[config.mk]
export PLATFORM = sky130hd
export DESIGN_NAME = interrupt_controller
export DESIGN_NICKNAME = d
export VERILOG_FILES = /design/src/rtl/intc_pkg.sv /design/src/rtl/priority_encoder_lsb.sv /design/src/rtl/interrupt_controller.sv
export SDC_FILE = /design/constraint.sdc
export NUM_CORES = 1
export LEC_CHECK = 0
export ABC_AREA = 1
export BUFFER_PORTS_ARGS = -buffer_cell sky130_fd_sc_hd__buf_2
export CAP_MARGIN = 20
export CORE_ASPECT_RATIO = 1.2
export CORE_MARGIN = 2
export CORE_UTILIZATION = 46
export DETAILED_ROUTE_END_ITERATION = 6
export PLACE_DENSITY = 0.72
export SETUP_SLACK_MARGIN = 0.02
export SKIP_LAST_GASP = 1
export SLEW_MARGIN = 20
export SYNTH_ARGS = -nofsm -noshare
export SYNTH_HDL_FRONTEND = slang
export SYNTH_SLANG_ARGS = --single-unit
[constraint.sdc]
create_clock -name clk -period 1.3 [get_ports clk]
set_input_delay 0.195 -clock clk [delete_from_list [all_inputs] [get_ports clk]]
set_output_delay 0.195 -clock clk [all_outputs]
set_load 0.03 [all_outputs]
[src/rtl/intc_pkg.sv]
// rtl/intc_pkg.sv - shared types and constants for the interrupt controller
package intc_pkg;

    typedef enum logic [1:0] {
        IDLE    = 2'b00,
        REQ     = 2'b01,
        SERVICE = 2'b10
    } intc_state_e;

    localparam int DEFAULT_CHANNELS = 8;

endpackage

[src/rtl/priority_encoder_lsb.sv]
// rtl/priority_encoder_lsb.sv - lowest-set-bit priority encoder
module priority_encoder_lsb #(
    parameter int WIDTH = 8,
    parameter int IDW   = 3
) (
    input  logic [WIDTH-1:0] req_bits,
    output logic [IDW-1:0]   id,
    output logic             valid
);

    // Scan from the top down so the lowest set bit is the last one written
    always_comb begin
        id    = '0;
        valid = 1'b0;
        for (int i = WIDTH - 1; i >= 0; i--) begin
            if (req_bits[i]) begin
                id    = IDW'(i);
                valid = 1'b1;
            end
        end
    end

endmodule

[src/rtl/interrupt_controller.sv]
// rtl/interrupt_controller.sv - N-channel interrupt controller with req/ack/eoi handshake
module interrupt_controller
    import intc_pkg::*;
#(
    parameter int                  CHANNELS   = DEFAULT_CHANNELS,
    parameter int                  IDW        = $clog2(CHANNELS),
    parameter logic [CHANNELS-1:0] EDGE_MASK  = {CHANNELS{1'b1}},
    parameter logic [CHANNELS-1:0] MASK_RESET = '0
) (
    input  logic                clk,
    input  logic                reset,
    input  logic [CHANNELS-1:0] irq_in,
    input  logic                mask_we,
    input  logic [CHANNELS-1:0] mask_d,
    input  logic                ack,
    input  logic                eoi,
    output logic                int_req,
    output logic [IDW-1:0]      int_id,
    output logic                busy,
    output logic [CHANNELS-1:0] pending,
    output logic [CHANNELS-1:0] mask
);

    logic [CHANNELS-1:0] s1;
    logic [CHANNELS-1:0] s2;
    logic [CHANNELS-1:0] s2_d;
    logic [CHANNELS-1:0] set_bits;
    logic [CHANNELS-1:0] clr_bits;
    logic [CHANNELS-1:0] enabled;
    logic [IDW-1:0]      winner;
    logic                valid;
    logic                ack_hit;
    intc_state_e         state;
    intc_state_e         state_next;

    // Two-flop synchroniser plus one delayed sample for rising-edge detection
    always_ff @(posedge clk or posedge reset) begin
        if (reset) begin
            s1   <= '0;
            s2   <= '0;
            s2_d <= '0;
        end else begin
            s1   <= irq_in;
            s2   <= s1;
            s2_d <= s2;
        end
    end

    // Edge channels set on a rising synchronised sample, level channels while high
    assign set_bits = s2 & (~EDGE_MASK | ~s2_d);

    // The acknowledged channel is cleared in the same cycle the core takes it
    assign ack_hit = (state == REQ) && ack;

    // One-hot clear of the channel currently being acknowledged
    always_comb begin
        clr_bits = '0;
        for (int i = 0; i < CHANNELS; i++) begin
            clr_bits[i] = ack_hit && (int_id == IDW'(i));
        end
    end

    // Pending latch: a fresh set beats a same-cycle clear so no edge is lost
    always_ff @(posedge clk or posedge reset) begin
        if (reset) begin
            pending <= '0;
        end else begin
            pending <= set_bits | (pending & ~clr_bits);
        end
    end

    // Software mask; masking gates requests but leaves pending untouched
    always_ff @(posedge clk or posedge reset) begin
        if (reset) begin
            mask <= MASK_RESET;
        end else if (mask_we) begin
            mask <= mask_d;
        end
    end

    assign enabled = pending & mask;

    priority_encoder_lsb #(
        .WIDTH (CHANNELS),
        .IDW   (IDW)
    ) u_prio (
        .req_bits (enabled),
        .id       (winner),
        .valid    (valid)
    );

    // FSM state register
    always_ff @(posedge clk or posedge reset) begin
        if (reset) begin
            state <= IDLE;
        end else begin
            state <= state_next;
        end
    end

    // FSM next state: request, wait for ack, then hold off until eoi
    always_comb begin
        state_next = state;
        case (state)
            IDLE:    if (valid) state_next = REQ;
            REQ:     if (ack)   state_next = SERVICE;
            SERVICE: if (eoi)   state_next = IDLE;
            default:            state_next = IDLE;
        endcase
    end

    // FSM outputs decoded from the registered state
    always_comb begin
        int_req = (state == REQ);
        busy    = (state == SERVICE);
    end

    // Channel id is captured once on issue and frozen through REQ and SERVICE
    always_ff @(posedge clk or posedge reset) begin
        if (reset) begin
            int_id <= '0;
        end else if ((state == IDLE) && valid) begin
            int_id <= winner;
        end
    end

endmodule
==> run metrics <==
total routed wirelength 2.92 mm; adder-cell area share of the yosys netlist 0%; DR iter-0 viols 53; Leakage 1.05 nW; area of the multi-input gates 404 um2; # rows 23; global-route wire length before repair 4.85 mm; first-pass iteration count of the detailed router 4; Sw Ratio 35.6%; Synth warnings 0; die height 68.6 um; Min-Delay Path Class primary input to flip-flop; CP top delay family flip-flops; Total GRT Usage 17.0%; Worst EP required 1.11 ns; pre-CTS setup slack 0.142 ns; CTS max path bufs 2; outcome finished, final reports clean; Fill cells 282; CTS root buf clkbuf_8; kind of end point of the critical path primary output; dpl hpwl 2.16 mm; clock network fraction of design power 24.7%; Slowest cell on crit path dfrtp_1; post-synthesis simple-gate area fraction 13.0%; max-cap viol count 0; final period utilization 96.2%; Worst Path Buf+Inv 3; Psw 1.43 mW; Logic pwr share 31.3%; via/cell ratio 4.94; initial antenna violation count 0; Final Non-Filler Cells 230; Compound-Gate Fraction of Synth Area 6.49%; Overall Power 4.03 mW; Final WS setup 0.0497 ns; Seq. cell area 1130 um2; cts bufs inserted 5; Vias 1,137; Max-slew headroom 84.6%; Setup Skew 0.00187 ns; TNS Setup 0 ns; post-synthesis xor/xnor area fraction 0%; Tmin final 1.25 ns; Achievable Freq 800 MHz; Clk pin slew, worst setup/hold paths 0.08 ns; Synth cell types 17; P per Cell Area 1930 nW/um2; syn_area_per_cell 11.9 um2; Worst-Skew Late Latency 0.29 ns; RD Place Congestion 0.830; nature of the critical path startpoint flip-flop; Worst EP arrival 1.06 ns; number of H-tree levels 2; Peak supply drop 1220 uV; DP Cell Count 212; Diodes inserted 0; clk sink count 45; Die Wd 57.8 um; fin area 2090 um2; final setup fails 0; Die ar. 3970 um2; Pins Over Slew Limit 0; Fin. Hold Viols 0; CTS tree yes; Core Util, Final 62.5%; RSZ-0062 raised after global routing no; sequential area share after synthesis 70.4%; Mapped Area 1600 um2; Placement Cell Area 1870 um2; gr ovfl total 0; initial core utilization 47.9%; largest net degree at the start of global routing 46; Synth Register Bits 45; Post-route DRC 0; WL/cell 12.7 um; Final ANT Viol Nets 0; worst slew pin tran 0.232 ns; mux contribution to synthesized area 5.63%; WS Path Type flip-flop to primary output; io pins 42; Post-Syn Instances 134; worst hold margin 0.0795 ns; core region area 3340 um2; layout cells sized above 1 31.1%; Synth Net Count 155; share of power burned in registers 44.1%; IO buf count 41; Int Pwr 2.59 mW; critical path's largest stage delay 0.40 ns; CP Cell Sequence inv_2 -> nand2_4 -> inv_1 -> buf_6; vias in the first global route 1,167; Syn-to-layout area delta 30.3%; fin nets 214; critical path peak fanout 3; largest family of logic cells by synthesized area simple AND/OR/NAND/NOR gates
repair_timing:
action | in CTS | in global routing
setup endpoints to repair | 1 | 3
resized for setup | 2 | 2
buffers inserted | 1 | 1
hold endpoints to repair | 53 | 0
hold buffers | 9 | 0
flip-flops by register name (all words and copies together) (netlist names):
| register | cells |
|---|---|
| int_id | 3 |
| mask | 8 |
| pending | 8 |
| s1 | 8 |
| s2 | 8 |
| s2_d | 8 |
| state | 2 |
power by group through the flow:
stage / Combinational [mW] / Clock [mW] / Sequential (mW)
5_1_grt: 1.37 / 1.08 / 1.81
3_3_place_gp: 1.13 / 0 / 1.79
3_5_place_dp: 1.16 / 0 / 1.81
4_1_cts: 1.22 / 1.03 / 1.78
6_report: 1.26 / 0.994 / 1.78
2_1_floorplan: 0.581 / 0 / 2.03
path summary, 6_finish.rpt:
path                             from         to  slack (ns)  depth (start not counted)
min in group asynchronous       reset      s1[2]        0.47                          4
min reg2reg                     s1[7]      s2[7]        0.35                          0
max reg2reg                pending[0]  int_id[1]        0.14                          7
max in group asynchronous       reset   state[0]        0.62                          4
max                          state[1]    int_req        0.05                          4
min                               ack   state[0]        0.08                          2
cell families (layout without fill, tap and decap cells):
group	Yosys count	in the layout
AND/OR/NAND/NOR	42	42
multiplexers	8	8
flip-flops	45	45
buffers and inverters	19	78
AO/OA/AOI/OAI	20	20
per-layer routing:
layer,GRT usage (%),wire length [um],up-vias
met2,31.5,1630,36
met4,10.5,99,0
li1,-,-,537
met1,15.8,1040,554
met3,5.97,153,10
met5,0,0,-
cell usage in the layout (no fill, tap or decap), drive strengths merged:
master,count
or2,1
clkbuf,5
nand3b,1
dfrtp,45
inv,17
o21ai,18
nor3,2
a31o,1
dlygate4sd3,9
buf,44
a21oi,1
nand2,32
clkinv,2
bufinv,1
nor2,6
mux2,8
final cells by class:
| class | count | share of cell area [%] |
|---|---|---|
| clock buffer | 5 | 3.30 |
| clock inverter | 2 | 1.68 |
| inverter | 18 | 3.24 |
| multi-input combinational | 70 | 19.4 |
| sequential | 45 | 54.0 |
| tap | 37 | 2.22 |
| timing repair buffer | 53 | 16.1 |
synthesized netlist by cell type, drive strengths merged:
master | count | area, um2
nand2 | 32 | 145
nand3b | 1 | 7.51
o21ai | 18 | 90.1
inv | 18 | 67.6
buf | 1 | 5.00
mux2 | 8 | 90.1
a31o | 1 | 8.76
dfrtp | 45 | 1130
a21oi | 1 | 5.00
nor3 | 2 | 10.0
or2 | 1 | 6.26
nor2 | 6 | 38.8
Note: power is estimated with default switching activity, not from simulation.
